--- src/rtl/key_event_array.sv ---
`default_nettype none
// ============================================================================
// Module      : key_event_array
// Description : Multi-channel key front end. Each of NUM_KEYS channels
//               synchronises and debounces one mechanical key input and
//               derives press / release / long-press / auto-repeat pulses
//               plus a per-key toggle bit.
// Revision    : 1.0 - initial release
// ----------------------------------------------------------------------------
// Parameters
//   NUM_KEYS    number of independent key channels
//   CNT_W       width of the debounce and hold counters
//   MAX_CNT     debounce time in clock cycles (2 .. 2^CNT_W-1)
//   LONG_CNT    cycles from press pulse to long-press pulse (1 .. 2^CNT_W-1)
//   REPEAT_CNT  auto-repeat period after long press, 0 disables repeat
//   ACTIVE_LOW  1: pin reads 0 when pressed, 0: pin reads 1 when pressed
// Ports
//   clk          in   single clock, rising edge
//   rst          in   synchronous active-high reset
//   key_in       in   [NUM_KEYS] raw asynchronous key pins
//   key_state    out  [NUM_KEYS] debounced level, 1 = pressed
//   press        out  [NUM_KEYS] one-cycle pulse on debounced press
//   key_release  out  [NUM_KEYS] one-cycle pulse on debounced release
//   long_press   out  [NUM_KEYS] one-cycle pulse after LONG_CNT cycles held
//   key_repeat   out  [NUM_KEYS] pulse every REPEAT_CNT cycles after long press
//   toggle_out   out  [NUM_KEYS] flips on every press
// ============================================================================
module key_event_array #(
  parameter int                NUM_KEYS   = 4,
  parameter int                CNT_W      = 20,
  parameter logic [CNT_W-1:0]  MAX_CNT    = 20'd1_000_000,
  parameter logic [CNT_W-1:0]  LONG_CNT   = 20'd500_000,
  parameter logic [CNT_W-1:0]  REPEAT_CNT = 20'd100_000,
  parameter bit                ACTIVE_LOW = 1'b1
) (
  input  logic                clk,
  input  logic                rst,
  input  logic [NUM_KEYS-1:0] key_in,
  output logic [NUM_KEYS-1:0] key_state,
  output logic [NUM_KEYS-1:0] press,
  output logic [NUM_KEYS-1:0] key_release,
  output logic [NUM_KEYS-1:0] long_press,
  output logic [NUM_KEYS-1:0] key_repeat,
  output logic [NUM_KEYS-1:0] toggle_out
);

  localparam logic [CNT_W-1:0] ONE     = CNT_W'(1);
  localparam logic [CNT_W-1:0] ZERO    = '0;
  localparam logic [CNT_W-1:0] MAX_M1  = MAX_CNT - ONE;
  localparam logic [CNT_W-1:0] LONG_M1 = LONG_CNT - ONE;
  localparam logic [CNT_W-1:0] REP_M1  = REPEAT_CNT - ONE;
  // Pin level of a released key; the synchronizer loads this on reset so a
  // key held through reset is seen as a fresh press, never as a release.
  localparam logic             REL_LVL = ACTIVE_LOW;

  typedef enum logic [0:0] {
    IDLE = 1'b0,
    HELD = 1'b1
  } hold_state_t;

  for (genvar i = 0; i < NUM_KEYS; i++) begin : g_key

    logic             sync1;
    logic             sync2;
    logic             raw;
    logic             level;
    logic [CNT_W-1:0] dcnt;
    logic             flip;
    logic             rise;
    logic             fall;
    logic             press_r;
    logic             release_r;
    logic             toggle_r;

    hold_state_t      state;
    hold_state_t      state_nx;
    logic [CNT_W-1:0] hcnt;
    logic [CNT_W-1:0] hcnt_nx;
    logic             long_done;
    logic             long_done_nx;
    logic             long_r;
    logic             long_nx;
    logic             rep_r;
    logic             rep_nx;

    // ------------------------------------------------------------------
    // Two-flop synchronizer
    // ------------------------------------------------------------------
    always_ff @(posedge clk) begin
      if (rst) begin
        sync1 <= REL_LVL;
        sync2 <= REL_LVL;
      end else begin
        sync1 <= key_in[i];
        sync2 <= sync1;
      end
    end

    // Normalise polarity so that raw == 1 means pressed.
    assign raw  = sync2 ^ ACTIVE_LOW;

    // The debounced level flips only after raw has disagreed with it for
    // MAX_CNT consecutive cycles; any agreement restarts the count.
    assign flip = (raw != level) && (dcnt == MAX_M1);
    assign rise = flip && !level;
    assign fall = flip && level;

    // ------------------------------------------------------------------
    // Debounce counter, debounced level, edge pulses and toggle
    // ------------------------------------------------------------------
    always_ff @(posedge clk) begin
      if (rst) begin
        dcnt      <= ZERO;
        level     <= 1'b0;
        press_r   <= 1'b0;
        release_r <= 1'b0;
        toggle_r  <= 1'b0;
      end else begin
        press_r   <= rise;
        release_r <= fall;
        if (rise) begin
          toggle_r <= ~toggle_r;
        end
        if (raw == level) begin
          dcnt <= ZERO;
        end else if (flip) begin
          level <= ~level;
          dcnt  <= ZERO;
        end else begin
          dcnt <= dcnt + ONE;
        end
      end
    end

    // ------------------------------------------------------------------
    // Hold tracking FSM: state register
    // ------------------------------------------------------------------
    always_ff @(posedge clk) begin
      if (rst) begin
        state     <= IDLE;
        hcnt      <= ZERO;
        long_done <= 1'b0;
        long_r    <= 1'b0;
        rep_r     <= 1'b0;
      end else begin
        state     <= state_nx;
        hcnt      <= hcnt_nx;
        long_done <= long_done_nx;
        long_r    <= long_nx;
        rep_r     <= rep_nx;
      end
    end

    // ------------------------------------------------------------------
    // Hold tracking FSM: next state and pulse decode
    // The FSM enters HELD on the same edge that raises press, so hcnt is 0
    // in the press cycle and the long pulse is registered on the edge where
    // hcnt reaches LONG_CNT-1, landing exactly LONG_CNT cycles after press.
    // A release checked first suppresses a coinciding long/repeat pulse.
    // ------------------------------------------------------------------
    always_comb begin
      state_nx     = state;
      hcnt_nx      = hcnt;
      long_done_nx = long_done;
      long_nx      = 1'b0;
      rep_nx       = 1'b0;
      case (state)
        IDLE: begin
          if (rise) begin
            state_nx     = HELD;
            hcnt_nx      = ZERO;
            long_done_nx = 1'b0;
          end
        end
        HELD: begin
          if (fall) begin
            state_nx     = IDLE;
            hcnt_nx      = ZERO;
            long_done_nx = 1'b0;
          end else if (!long_done) begin
            if (hcnt == LONG_M1) begin
              long_nx      = 1'b1;
              long_done_nx = 1'b1;
              hcnt_nx      = ZERO;
            end else begin
              hcnt_nx = hcnt + ONE;
            end
          end else if (REPEAT_CNT == ZERO) begin
            // Repeat disabled: count on but stop at all-ones.
            if (hcnt != '1) begin
              hcnt_nx = hcnt + ONE;
            end
          end else if (hcnt == REP_M1) begin
            rep_nx  = 1'b1;
            hcnt_nx = ZERO;
          end else begin
            hcnt_nx = hcnt + ONE;
          end
        end
        default: begin
          state_nx = IDLE;
        end
      endcase
    end

    assign key_state[i]   = level;
    assign press[i]       = press_r;
    assign key_release[i] = release_r;
    assign long_press[i]  = long_r;
    assign key_repeat[i]  = rep_r;
    assign toggle_out[i]  = toggle_r;

  end : g_key

endmodule
`default_nettype wire
--- config.mk ---
export PLATFORM = sky130hd
export DESIGN_NAME = key_event_array
export DESIGN_NICKNAME = d
export VERILOG_FILES = /design/src/rtl/key_event_array.sv
export SDC_FILE = /design/constraint.sdc
export NUM_CORES = 1
export LEC_CHECK = 0
export ABC_AREA = 1
export CAP_MARGIN = 30
export CORE_MARGIN = 2
export CORE_UTILIZATION = 50
export DETAILED_ROUTE_END_ITERATION = 12
export PLACE_DENSITY = 0.78
export SYNTH_ARGS = -nofsm -noshare
export SYNTH_HDL_FRONTEND = slang
export SYNTH_SLANG_ARGS = --single-unit
--- constraint.sdc ---
create_clock -name clk -period 1.9 [get_ports clk]
set_input_delay 0.19 -clock clk [delete_from_list [all_inputs] [get_ports clk]]
set_output_delay 0.19 -clock clk [all_outputs]
set_load 0.03 [all_outputs]
**Word-level counts from Yosys, hierarchy flattened**

Index checks and enable logic that the tools add are counted.

- Register bits after elaboration: 200
- Input port bits: 6
- Output and inout port bits: 24
- Word-level logic and storage cells: 196

- $add $sub $neg: 8
- Eq/ne operators: 24
- Mux-type cells: 60
- Bitwise gates (word level): 24
- Reductions and logical operators: 32

Operators by type and width:

| cell | count |
|---|---|
| $mux W20 | 20 |
| $add A20 B1 Y20 const B | 8 |
| $pmux W20 S2 | 4 |
| $eq A20 B17 Y1 const B | 4 |
| $eq A20 B19 Y1 const B | 4 |
| $eq A20 B20 Y1 const B | 4 |
| $reduce_or A4 Y1 | 8 |
| $mux W1 | 28 |
| $not A1 Y1 | 24 |
| $pmux W1 S2 | 8 |
| $logic_and A1 B1 Y1 | 12 |
| $reduce_or A3 Y1 | 4 |
| $ne A2 B2 Y1 const B | 4 |
| $reduce_and A2 Y1 | 4 |
| $eq A1 B1 Y1 | 4 |
| $logic_not A1 Y1 | 4 |
| $ne A1 B1 Y1 | 4 |

**Logic depth before layout (Yosys ltp)**

- Word-level depth: 6
- Gate-level depth with buffers: 12
- Mapped depth without buffers: 12

**Least setup slack after synthesis**

Ideal clock, no wire load.

- Path type: register -> register
- Start: reg g_key[1].dcnt[0]
- End: reg g_key[1].hcnt[0]
- Setup time: 115 ps
- Arrival time: 1463 ps
- Required time: 1785 ps
- Slack: 323 ps
- Stages on the path, launching flop included: 9
- Buffers on the path: 1
- Period minus slack after synthesis: 1577 ps
- Cell sequence: dfxtp_1 -> ha_1 -> nand3_4 -> nor3_4 -> nand4_2 -> nand2_2 -> nor2_4 -> buf_6 -> o21a_1

- Longest elaborated chain between the ends: 5
- Elaborated cells between the ends (all ways): 7
- Classes of those cells: eq/ne: 2; mux: 2; reduce/logical: 3

Ends and longest elaborated chain:

| element | line | text |
|---|---|---|
| from (decl) | 67 | `logic [CNT_W-1:0] dcnt;` |
| from (signal assigned) | 130 | `dcnt <= dcnt + ONE;` |
| $eq A20 B20 Y1 (*) | 104 | `assign flip = (raw != level) && (dcnt == MAX_M1);` |
| $logic_and A1 B1 Y1 (*) | 104 |  |
| $logic_and A1 B1 Y1 | 106 | `assign fall = flip && level;` |
| $mux W20 | 176 | `if (fall) begin` |
| $pmux W20 S2 | 167 | `case (state)` |
| to (signal assigned) | 147 | `hcnt <= hcnt_nx;` |
| to (decl) | 77 | `logic [CNT_W-1:0] hcnt;` |

Mark *: on every way between the ends. The rest lies on a longest branch, timed or not.
A chain may end at the register's enable or synchronous reset.

**Worst setup path in the final report**

- Start: reg g_key[0].level
- End: out key_state[0]

RTL lines:

| element | line | text |
|---|---|---|
| from (decl) | 66 | `logic level;` |
| from (signal assigned) | 127 | `level <= ~level;` |
| to (decl) | 39 | `output logic [NUM_KEYS-1:0] key_state,` |

No word-level cell between the ends.

==> flow_metrics.env <==
export IMPL_status="complete, no violations"
export IMPL_die_y_um=150
export IMPL_rows=53
export IMPL_synth_area_leaders="dfxtp_1, nand2_1, nor2_1"
export IMPL_synth_distinct_cells=46
export IMPL_grt_antenna_before_repair=0
export IMPL_cts_hold_buf=0
export IMPL_layout_drive_gt1_share_pct=9.11
export IMPL_die_area_um2=22500
export IMPL_wl_um=22600
export IMPL_crit_required_ns=1.71
export IMPL_clock_path_buffers=2
export IMPL_critPathCapture="key_state[0]"
export IMPL_end_kind="output pin"
export IMPL_slowest_stage="clkdlybuf4s50_1"
export IMPL_grt_pass1_vias=8538
export IMPL_critPathLaunch="g_key[0].level"
export IMPL_syn_inst=1551
export IMPL_syn2layout_area_growth_pct=11.0
export IMPL_cp_arrival_ns=1.62
export IMPL_synthTopCellsByCount="nand2_1, nor2_1, dfxtp_1, inv_1, nand3_1"
export IMPL_fin_skew_ns=0.00978
export IMPL_grt_usage_pct=20.5
export IMPL_ys_ff_latch=200
export IMPL_ys_warn_count=0
export IMPL_num_antenna_cells=0
export IMPL_grt_overflow=0
export IMPL_io_pins=30
export IMPL_synth_flop_cell="dfxtp_1"
export IMPL_cts_buffers=17
export IMPL_route_detailed_drc=0
export IMPL_r2r_slack_ns=0.13
export IMPL_syn_cell_area_um2=10600
export IMPL_drv_slew=0
export IMPL_path_cells="buf_4 > clkdlybuf4s50_1"
export IMPL_cts_htree_levels=4
export IMPL_p_leak_nw=4.28
export IMPL_clkLatencyLatePin_ns=0.44
export IMPL_cts_clk_slew_worst_paths_ns=0.08
export IMPL_dp_hpwl_um=15900
export IMPL_cts_resized=0
export IMPL_async_flop_share_pct=0
export IMPL_crit_path_start_kind="register"
export IMPL_grt_first_pass_wirelength_um=38300
export IMPL_drt_iter0_markers=716
export IMPL_vias=9560
export IMPL_cp_max_fo=3
export IMPL_clock_root_buffer="clkbuf_16"
export IMPL_cts_num_sinks=200
export IMPL_fmax_mhz=552
export IMPL_worstMarginPinSlew_ns=0.434
export IMPL_irDropWorstVdd_mv=0.497
export IMPL_fin_tns_setup_ns=0
export IMPL_route_antenna_remaining_nets=0
export IMPL_relSlewSlack_pct=71.0
export IMPL_final_area_um2=11800
export IMPL_die_w_um=150
export IMPL_p_per_area_nw_per_um2=679
export IMPL_synth_most_common_cell="nand2_1"
export IMPL_hold_viol=0
export IMPL_fill_cells=1941
export IMPL_core_area_um2=21000
export IMPL_firstDrtPassIters=5
export IMPL_max_stage_delay_ns=0.68
export IMPL_synth_top_area_cell="dfxtp_1"
export IMPL_reg2reg_depth=10
export IMPL_setup_viol=0
export IMPL_syn_nets=1565
export IMPL_crit_type="reg2out"
export IMPL_grt_max_degree=80
export IMPL_fin_crit_ns=1.81
export IMPL_cts_tree="done"
export IMPL_hold_class="in2reg"
export IMPL_seq_area_frac_synth_pct=37.6
export IMPL_syn_avg_cell_area_um2=6.86
export IMPL_yosysTopAreaCellShare_pct=37.6
export IMPL_postPlaceCellArea_um2=11100
export IMPL_drt_wirelength_per_cell_um=12.2
export IMPL_regArea_um2=4010
export IMPL_start_util_pct=50.8
export IMPL_nets=1583
export IMPL_drv_cap=0
export IMPL_synth_edf_count=0
export IMPL_io_buffers=29
export IMPL_timing_rr_end="g_key[3].hcnt[15]"
export IMPL_cts_setup_buffers=0
export IMPL_fin_crit_sh_pct=95.4
export IMPL_multi_input_area_um2=5540
export IMPL_rr_startpoint="g_key[3].dcnt[0]"
export IMPL_gp_congestion=0.924
export IMPL_rsz0062_at_grt="false"
export IMPL_vias_per_cell=5.15
-- registers in the layout, summed over array words and instances (netlist names), named ones only --
register / count
g_key.release_r: 4
g_key.long_done: 4
g_key.press_r: 4
g_key.sync1: 4
g_key.toggle_r: 4
g_key.rep_r: 4
g_key.hcnt: 80
g_key.level: 4
g_key.long_r: 4
g_key.dcnt: 80
g_key.sync2: 4
-- power breakdown --
part,switching (W),internal (W)
sequential,0.00000585,0.00420
combinational,0.0000707,0.0000365
clock,0.00168,0.00202
total,0.00176,0.00626
-- how the worst min path moves through the flow --
| stage | startpoint | cells after the start | endpoint |
|---|---|---|---|
| 3_3_place_gp | g_key[1].sync1 | 1 | g_key[1].sync2 |
| 6_report | rst | 3 | g_key[2].release_r |
| 2_1_floorplan | key_in[0] | 1 | g_key[0].sync1 |
| 3_5_place_dp | g_key[2].sync1 | 1 | g_key[2].sync2 |
| 4_1_cts | rst | 3 | g_key[2].release_r |
| 5_1_grt | rst | 3 | g_key[2].hcnt[6] |
-- layer usage --
metal,global-route usage (%),wire length (um),part of all wire (%)
met1,27.4,10600,47
met2,33.6,10500,46
met3,3.05,1060,4.7
met4,7.36,443,2.0
met5,0,0,0
-- worst max-delay path: cells and delay by family (launching register included) --
| kind | cells | cell delay (ns) |
|---|---|---|
| buffers and inverters | 2 | 0.84 |
| DFF | 1 | 0.35 |
-- cell usage in the layout (no fill, tap or decap), drive strengths merged --
cell / count
nand2: 386
nor2: 228
dfxtp: 200
inv: 186
nand3: 117
a21oi: 111
xor2: 68
nor3: 56
nand4: 44
buf: 36
clkdlybuf4s50: 27
o21ai: 21
clkbuf: 19
or2: 17
xnor2: 11
clkinvlp: 9
nor3b: 8
ha: 8
nor4: 6
nand3b: 5
o21a: 4
and3: 2
a31oi: 2
o21bai: 2
bufinv: 2
clkinv: 2
or3: 1
a21o: 1
a211oi: 1
dlymetal6s2s: 1
-- area by class of cell --
type / instances / share of cell area, %
Inverter: 184 / 5.88
Timing Repair inverter: 3 / 0.191
Clock inverter: 12 / 1.19
Multi-Input combinational cell: 1099 / 47.0
Timing Repair Buffer: 64 / 5.09
Tap cell: 275 / 2.92
Sequential cell: 200 / 33.9
Clock buffer: 19 / 3.84
-- stage by stage --
step	hold slack [ns]	setup WS (ns)	util, %	instances	total power (W)
after CTS	0.249	0.0166	56.0	1853	0.00806
after detailed placement	0.395	0.0888	53.1	1822	0.00441
final	0.237	0.0868	56.3	1856	0.00802
after floorplan	0.294	0.323	-	1551	0.00437
after global routing	0.271	0.0000822	56.3	1856	0.00826
after global placement	0.398	0.128	53.1	1822	0.00441
-- logic make-up (layout without fill, tap and decap cells) --
logic type                 count (synthesis)  count (layout)  share of synthesized area, %
and+or+nand+nor                          870             870                          37.4
buffers and inverters                    252             282                          10.6
DFF                                      200             200                          37.6
AOI/OAI and AO/OA                        142             142                          6.89
xor gates and xnor gates                  79              79                          6.51
adders and majority gates                  8               8                         0.941
No activity file was read; power rests on OpenSTA's default activity.
